**config.mk**
```make
export PLATFORM = sky130hd
export DESIGN_NAME = truth_table_sweeper
export DESIGN_NICKNAME = d
export VERILOG_FILES = /design/src/rtl/truth_table_sweeper.sv
export SDC_FILE = /design/constraint.sdc
export NUM_CORES = 1
export LEC_CHECK = 0
export BUFFER_PORTS_ARGS = -buffer_cell sky130_fd_sc_hd__buf_2
export CAP_MARGIN = 20
export CORE_ASPECT_RATIO = 0.6
export CORE_UTILIZATION = 35
export CTS_BUF_LIST = sky130_fd_sc_hd__clkbuf_4 sky130_fd_sc_hd__clkbuf_8
export CTS_CLUSTER_DIAMETER = 200
export DETAILED_ROUTE_END_ITERATION = 12
export GPL_ROUTABILITY_DRIVEN = 0
export PLACE_DENSITY_LB_ADDON = 0.15
export SLEW_MARGIN = 30
export SYNTH_ARGS = -nofsm -noshare
export SYNTH_HDL_FRONTEND = slang
export SYNTH_SLANG_ARGS = --single-unit
```
**constraint.sdc**
```tcl
create_clock -name clk -period 2.1 [get_ports clk]
set_input_delay 0.42 -clock clk [delete_from_list [all_inputs] [get_ports clk]]
set_output_delay 0.42 -clock clk [all_outputs]
set_load 0.01 [all_outputs]
```
**src/rtl/truth_table_sweeper.sv**
```systemverilog
// rtl/truth_table_sweeper.sv - exhaustive truth-table sweep and self-check for a small combinational block
//
// Drives every N_IN-bit input vector in ascending order and holds each one for HOLD cycles.
// On the last hold cycle it compares dut_out against EXPECTED[vec*N_OUT +: N_OUT].
// Optional build macro: STOP_ON_FAIL_EN (end the sweep at the first mismatching vector).
//
// Ports:
//   clk              in   rising-edge clock
//   rst_n            in   asynchronous active-low reset
//   start            in   begin a sweep (pulse or level; ignored while busy)
//   dut_out          in   N_OUT  DUT outputs, combinational from vec
//   vec              out  N_IN   stimulus to the DUT, vec[N_IN-1] is the MSB
//   busy             out  sweep in progress
//   done             out  sweep finished, held until next start or reset
//   pass             out  done with err_count == 0
//   err_count        out  N_IN+1 number of mismatching vectors
//   first_fail_valid out  at least one mismatch recorded
//   first_fail_vec   out  N_IN   vector of the first mismatch
module truth_table_sweeper #(
  parameter int N_IN  = 3,
  parameter int N_OUT = 2,
  parameter int HOLD  = 10,
  parameter logic [N_OUT*(2**N_IN)-1:0] EXPECTED = 16'hD668
) (
  input  logic              clk,
  input  logic              rst_n,
  input  logic              start,
  input  logic [N_OUT-1:0]  dut_out,
  output logic [N_IN-1:0]   vec,
  output logic              busy,
  output logic              done,
  output logic              pass,
  output logic [N_IN:0]     err_count,
  output logic              first_fail_valid,
  output logic [N_IN-1:0]   first_fail_vec
);

  localparam int TW = N_OUT * (2**N_IN);
  localparam int HW = (HOLD > 1) ? $clog2(HOLD) : 1;
  localparam int EW = N_IN + 1;
  localparam logic [HW-1:0] HOLD_LAST = HW'(HOLD - 1);

  typedef enum logic [1:0] {IDLE, RUN, DONE} state_t;

  state_t          state;
  logic [HW-1:0]   hold_cnt;
  logic [TW-1:0]   table_shift;
  logic [N_OUT-1:0] exp_out;
  logic            mismatch;
  logic            at_last;
  logic            last_vec;
  logic            stop_now;
  logic [EW-1:0]   err_next;

  // Select the expected entry for the current vector by shifting the table down.
  always_comb begin
    table_shift = EXPECTED >> (32'(vec) * N_OUT);
    exp_out     = table_shift[N_OUT-1:0];
    mismatch    = (dut_out != exp_out);
    at_last     = (hold_cnt == HOLD_LAST);
    last_vec    = (vec == {N_IN{1'b1}});
    err_next    = err_count + EW'(mismatch);
`ifdef STOP_ON_FAIL_EN
    stop_now    = last_vec || mismatch;
`else
    stop_now    = last_vec;
`endif
  end

  always_ff @(posedge clk or negedge rst_n) begin
    if (!rst_n) begin
      state            <= IDLE;
      hold_cnt         <= '0;
      vec              <= '0;
      busy             <= 1'b0;
      done             <= 1'b0;
      pass             <= 1'b0;
      err_count        <= '0;
      first_fail_valid <= 1'b0;
      first_fail_vec   <= '0;
    end else begin
      case (state)
        IDLE, DONE: begin
          if (start) begin
            state            <= RUN;
            vec              <= '0;
            hold_cnt         <= '0;
            err_count        <= '0;
            first_fail_valid <= 1'b0;
            first_fail_vec   <= '0;
            done             <= 1'b0;
            pass             <= 1'b0;
            busy             <= 1'b1;
          end
        end
        RUN: begin
          if (at_last) begin
            err_count <= err_next;
            if (mismatch && !first_fail_valid) begin
              first_fail_vec   <= vec;
              first_fail_valid <= 1'b1;
            end
            if (stop_now) begin
              // vec is left on the final (or failing) vector for inspection.
              state <= DONE;
              busy  <= 1'b0;
              done  <= 1'b1;
              pass  <= (err_next == '0);
            end else begin
              vec      <= vec + N_IN'(1);
              hold_cnt <= '0;
            end
          end else begin
            hold_cnt <= hold_cnt + HW'(1);
          end
        end
        default: state <= IDLE;
      endcase
    end
  end

endmodule
```
==> flow_summary.yaml, run 1 <==
outcome:
  status: "finished clean"
synthesis:
  synth_edf_count: 0
  yosysWarnings: 0
  synth.distinct_cells: 38
  syn_nets: 116
  async_reset_ff_frac: 1.00
  ys.flop_type: "dfrtp_1"
  synth_area_um2: 1090
  synth_top_cell_by_area: "dfrtp_1"
  syn_area_per_cell_um2: 10.5
  ys_seq_area_frac: 0.460
  synth_most_common_cell: "dfrtp_1"
  ys_ff_latch: 20
  synthCells: 104
  synth_commonest_cells: "20 x dfrtp_1, 16 x nand2_1, 7 x ha_1"
  synth_top_area_frac: 0.460
  ys_top_cells_by_area: "dfrtp_1 46%, ha_1 8.1%, nand2_1 5.5%"
route:
  avgViaCountPerCell: 4.84
  dr_total_vias: 833
  routed_wl_um: 2250
  wl_per_cell_um: 13.1
  drc: 0
  dr.pass1.iters: 4
  drt-initial-drc-count: 35
  postRouteAntennaNets: 0
worst_setup_path:
  path_class: "flip-flop to flip-flop"
  critPathMaxFanout: 3
  start_kind: "flip-flop"
  cp_data_arrival_time_ns: 2.12
  endpoint_kind: "flip-flop"
  cp_data_required_time_ns: 2.23
pwr:
  clkPwrFrac: 0.166
  peakVddDrop_mv: 0.404
  comb_power_share: 0.466
  p_per_area_nw_per_um2: 1180
  pwr-share-seq: 0.367
  p_leak_nw: 0.657
  p_int_mw: 1.03
  switching_share: 0.369
  p_sw_uw: 602
sta:
  max_slew_margin: 0.688
  final_critical_path_setup_slack_ns: 0.118
  setup_viol: 0
  finClkSkew_ns: 0.00612
  setup_tns_ns: 0
  rsz0062_at_grt: "true"
  drv_slew: 0
  fin_crit_sh: 0.944
  finalHoldViolCount: 0
  period_needed_ns: 1.98
  fmax_mhz: 504
  worst_slew_pin_slew_ns: 0.468
cells_and_area:
  layoutNonFillerInstCount: 172
  nNetsFinal: 143
  fin_area_um2: 1380
  final_layout_size_suffix_gt1_frac: 0.354
  antenna_cells: 0
  syn_to_final_growth_pct: 27.3
  utilization: 0.476
  nFillCells: 287
clock_network:
  cts_tree: "done"
  clock_sinks: 20
  cts_root_buf: "clkbuf_8"
  clockBufferDepth: 2
  cts_buffers: 3
  htreeDepth: 1
  clk_pin_slew_ns: 0.08
  clkLatencyLatePin_ns: 0.25
  postCtsHoldBufs: 0
place:
  port_buffers: 18
  dp.final_hpwl_um: 1690
  placed_cell_area_um2: 1280
  post-place-ws_ns: -0.00819
  dp_cells: 168
floorplan:
  start_util: 0.374
  die_w_um: 74.0
  die-area_um2: 3340
  rows: 15
  pin_count: 19
  core_um2: 2910
  die_height_um: 45.2
run:
  drv_cap: 0
global_route:
  overflow: 0
  antenna_found_initial: 0
  grt_pass1_vias: 738
  track_usage: 0.143
  grt_max_degree: 21
  grt_pass1_wl_um: 3470
hold_path:
  holdCritPathClass: "primary input to async pin"
[path summary, 6_finish.rpt]
check / end / cells past startpoint / startpoint / slack, ns
worst max-delay path: pass / 10 / vec[0] / 0.12
worst min-delay path: state[0] / 1 / rst_n / 0.1
worst max register to register: pass / 10 / vec[0] / 0.12
min in group clk: state[1] / 2 / start / 0.40
worst min register to register: done / 2 / done / 0.48
max in group asynchronous: vec[0] / 1 / rst_n / 1.67
[power by group through the flow]
stage	Sequential (mW)	Clock (mW)	Combinational (mW)
final	0.599	0.272	0.762
after floorplan	0.615	0	0.440
after detailed placement	0.595	0	0.689
after CTS	0.592	0.278	0.704
after global routing	0.616	0.296	0.836
after global placement	0.592	0	0.675
[routing by layer]
metal / track usage / vias to the layer above / wire length [µm]
met1: 0.216 / 391 / 1210
met3: 0.0469 / 2 / 81
li1: - / 427 / -
met5: 0 / - / 0
met2: 0.196 / 13 / 946
met4: 0.0308 / 0 / 8
[worst max-delay path: stages, from the launching register on]
cell     delay [ns]
dfrtp_2        0.43
inv_2          0.07
ha_4           0.22
xor2_2         0.17
nand3_1        0.11
and2_4         0.17
ha_4           0.17
ha_4           0.16
buf_4          0.13
a31oi_1        0.16
o41ai_2        0.08
[cells in the final DEF, fill, tap and decap left out, types with 4 or more instances in the layout]
master,instances
buf_2,18
buf_4,5
dfrtp_1,18
ha_1,4
nand2_1,15
nand2b_1,4
nand3_1,4
[repair_timing]
item | CTS | global route
pin swaps | 3 | 1
setup endpoints to repair | 1 | 2
buffers inserted | 0 | 0
resized for setup | 1 | 7
[cell families after synthesis]
kind of cell,count (synthesis),synth area share
adder cells (fa/ha/maj),7,0.0805
multiplexers,4,0.0380
AO/OA/AOI/OAI,24,0.169
buffers and inverters,4,0.0150
AND/OR/NAND/NOR,40,0.197
flip-flops,20,0.460
XOR/XNOR,5,0.0403
[per-stage QoR]
step / total power [mW] / hold slack (ns)
2_1_floorplan: 1.06 / 0.124
3_3_place_gp: 1.27 / 0.397
3_5_place_dp: 1.28 / 0.402
4_1_cts: 1.57 / 0.116
5_1_grt: 1.75 / 0.137
6_report: 1.63 / 0.0991
[layout make-up]
| type | instances | area [µm²] | area share |
|---|---|---|---|
| Multi-Input combinational cell | 80 | 641 | 0.463 |
| Timing Repair Buffer | 23 | 128 | 0.0922 |
| Sequential cell | 20 | 503 | 0.363 |
| Inverter | 3 | 11.3 | 0.00814 |
| Clock buffer | 4 | 48.8 | 0.0353 |
| Tap cell | 42 | 52.6 | 0.0380 |
[registers in the layout, indices dropped and copies added, names as in the netlist]
| register | cells |
|---|---|
| hold_cnt | 4 |
| vec | 3 |
| first_fail_vec | 3 |
| state | 2 |
| pass | 1 |
| done | 1 |
| first_fail_valid | 1 |
| err_count | 4 |
| busy | 1 |
No activity file was read; power rests on OpenSTA's default activity.
==> run 2: changes to the inputs <==
MAX_ROUTING_LAYER = met4   (was not set)
clock period = 1.73 ns   (was 2.1 ns; I/O delays follow)
==> run 2 against run 1 <==
  * Largest power group unchanged
  * Sequential share of layout area decreased by 2.6 points
  * The run now ends with negative setup slack left
  * Critical path type unchanged
  * Critical endpoint unchanged
  * Clock power grew 27%
  * Non-clock buffer count grew 10
  * Clock skew is 0.0053 ns lower
  * Fmax decreased by 0.18%
==> flow_summary.yaml, run 2 (same netlist as run 1, synthesis figures left out) <==
cells_and_area:
  nNetsFinal: 153
  layout_common_cells: "18 x dfrtp_1, 18 x buf_2, 15 x nand2_1, 15 x buf_4"
  reg_top3: "err_count: 4 flops, hold_cnt: 4 flops"
  fin_area_um2: 1490
  utilization: 0.512
  syn_to_final_growth_pct: 36.9
  layoutNonFillerInstCount: 182
  final_layout_size_suffix_gt1_frac: 0.421
  antenna_cells: 0
worst_setup_path:
  rr_worst_depth: 10
  cp-startpoint: "vec[0]"
  critical-path-slowest-cell: "dfrtp_2"
  cp_data_required_time_ns: 1.89
  cpPeakStageDelay_ns: 0.43
  crit_top_cell: "ha_4"
  rr_endpoint: "pass"
  crit_end: "pass"
  rrSetupSlack_ns: -0.26
  path_class: "flip-flop to flip-flop"
  critical_path.cell_chain: "inv_2 > ha_4 > xnor2_2 > nand3b_1 > and2_4 > ha_4 > ha_4 > nor3_2 > a31oi_1 > o41ai_2"
  critPathMaxFanout: 3
  endpoint_kind: "flip-flop"
  start_kind: "flip-flop"
  cp_data_arrival_time_ns: 2.14
  r2r_start: "vec[0]"
sta:
  final_critical_path_setup_slack_ns: -0.256
  finalHoldViolCount: 0
  finClkSkew_ns: 0.000806
  setup_tns_ns: -1.12
  max_slew_margin: 0.701
  fin_crit_sh: 1.15
  setup_viol: 6
  drv_slew: 0
  rsz0062_at_grt: "true"
  fmax_mhz: 504
  worst_slew_pin_slew_ns: 0.449
  period_needed_ns: 1.99
route:
  routed_wl_um: 2180
  avgViaCountPerCell: 4.72
  drt-initial-drc-count: 28
  drc: 0
  wl_per_cell_um: 12.0
  postRouteAntennaNets: 0
  dr.pass1.iters: 4
  dr_total_vias: 859
floorplan:
  core_um2: 2910
  die_w_um: 74.0
  die_height_um: 45.2
  pin_count: 19
  start_util: 0.374
  die-area_um2: 3340
  rows: 15
clock_network:
  cts_tree: "done"
  clock_sinks: 20
  clk_pin_slew_ns: 0.07
  postCtsHoldBufs: 0
  cts_buffers: 3
  cts_root_buf: "clkbuf_8"
  clockBufferDepth: 2
  htreeDepth: 1
  clkLatencyLatePin_ns: 0.25
global_route:
  track_usage: 0.150
  grt_pass1_wl_um: 3550
  grt_pass1_vias: 743
  grt_max_degree: 21
  antenna_found_initial: 0
  overflow: 0
pwr:
  peakVddDrop_mv: 0.690
  p_leak_nw: 0.718
  fin_total_pwr_mw: 2.15
  p_per_area_nw_per_um2: 1440
outcome:
  status: "finished, violations left"
  violations: "negative setup slack"
place:
  dp_cells: 173
  dp.final_hpwl_um: 1690
  placed_cell_area_um2: 1340
  port_buffers: 18
hold_path:
  holdCritPathClass: "primary input to async pin"
run:
  drv_cap: 0
-- run 2: cell count changes in the layout (fill, tap and decap cells not counted) --
cell      before  now
a21oi_1        3    2
o32ai_2        1    0
o21ai_0        3    2
buf_4          5   15
nor2_2         0    1
o22ai_2        0    1
clkbuf_4       1    0
o22ai_1        2    1
o32ai_4        0    1
nor2_1         2    1
clkbuf_8       3    4
a21oi_2        0    1
o21ai_1        2    3
-- run 2: per-layer routing --
metal	GRT usage	wire (µm)	part of all wire	vias up
li1	-	-	-	449
met1	0.207	1170	0.53	397
met2	0.215	931	0.43	11
met3	0.0469	76	0.035	2
met4	0.0346	8	0.0037	0
met5	-	0	0	-
-- run 2: what timing repair did --
action                     CTS  global route
resized for setup            5             5
setup endpoints to repair    4            11
pin swaps                    3             1
buffers inserted             4             1
-- run 2: through the flow --
step,setup slack (ns),hold slack [ns]
6_report,-0.256,0.0296
5_1_grt,-0.374,0.0612
4_1_cts,-0.285,0.0437
3_5_place_dp,-0.305,0.324
3_3_place_gp,-0.264,0.318
2_1_floorplan,-0.277,0.0504
-- run 2: cell type report --
type                            count  area (µm²)
Fill cell                         278        1420
Inverter                            3        11.3
Multi-Input combinational cell     80         664
Sequential cell                    20         503
Clock buffer                        4        55.1
Timing Repair Buffer               33         203
Tap cell                           42        52.6
-- run 2: worst max-delay path: cells and delay by family, from the launching register on --
family          cells  cell delay [ns]
fa+ha+maj           3             0.53
simple gates        3             0.45
flops               1             0.43
compound gates      2             0.27
xor+xnor            1             0.14
buf+inv             1             0.07
-- run 2: where the power goes --
group	switching, mW	total, mW	internal, mW
clock network	0.144	0.346	0.202
logic	0.485	1.07	0.589
registers	0.131	0.725	0.594
total	0.760	2.15	1.39
-- run 2: worst min-delay path by stage --
stage / startpoint / end / slack, ns / cells after the start
3_3_place_gp: rst_n / err_count[3] / 0.32 / 1
3_5_place_dp: rst_n / err_count[2] / 0.32 / 1
6_report: rst_n / err_count[3] / 0.03 / 1
5_1_grt: rst_n / err_count[3] / 0.06 / 1
2_1_floorplan: rst_n / busy / 0.05 / 0
4_1_cts: rst_n / err_count[3] / 0.04 / 1
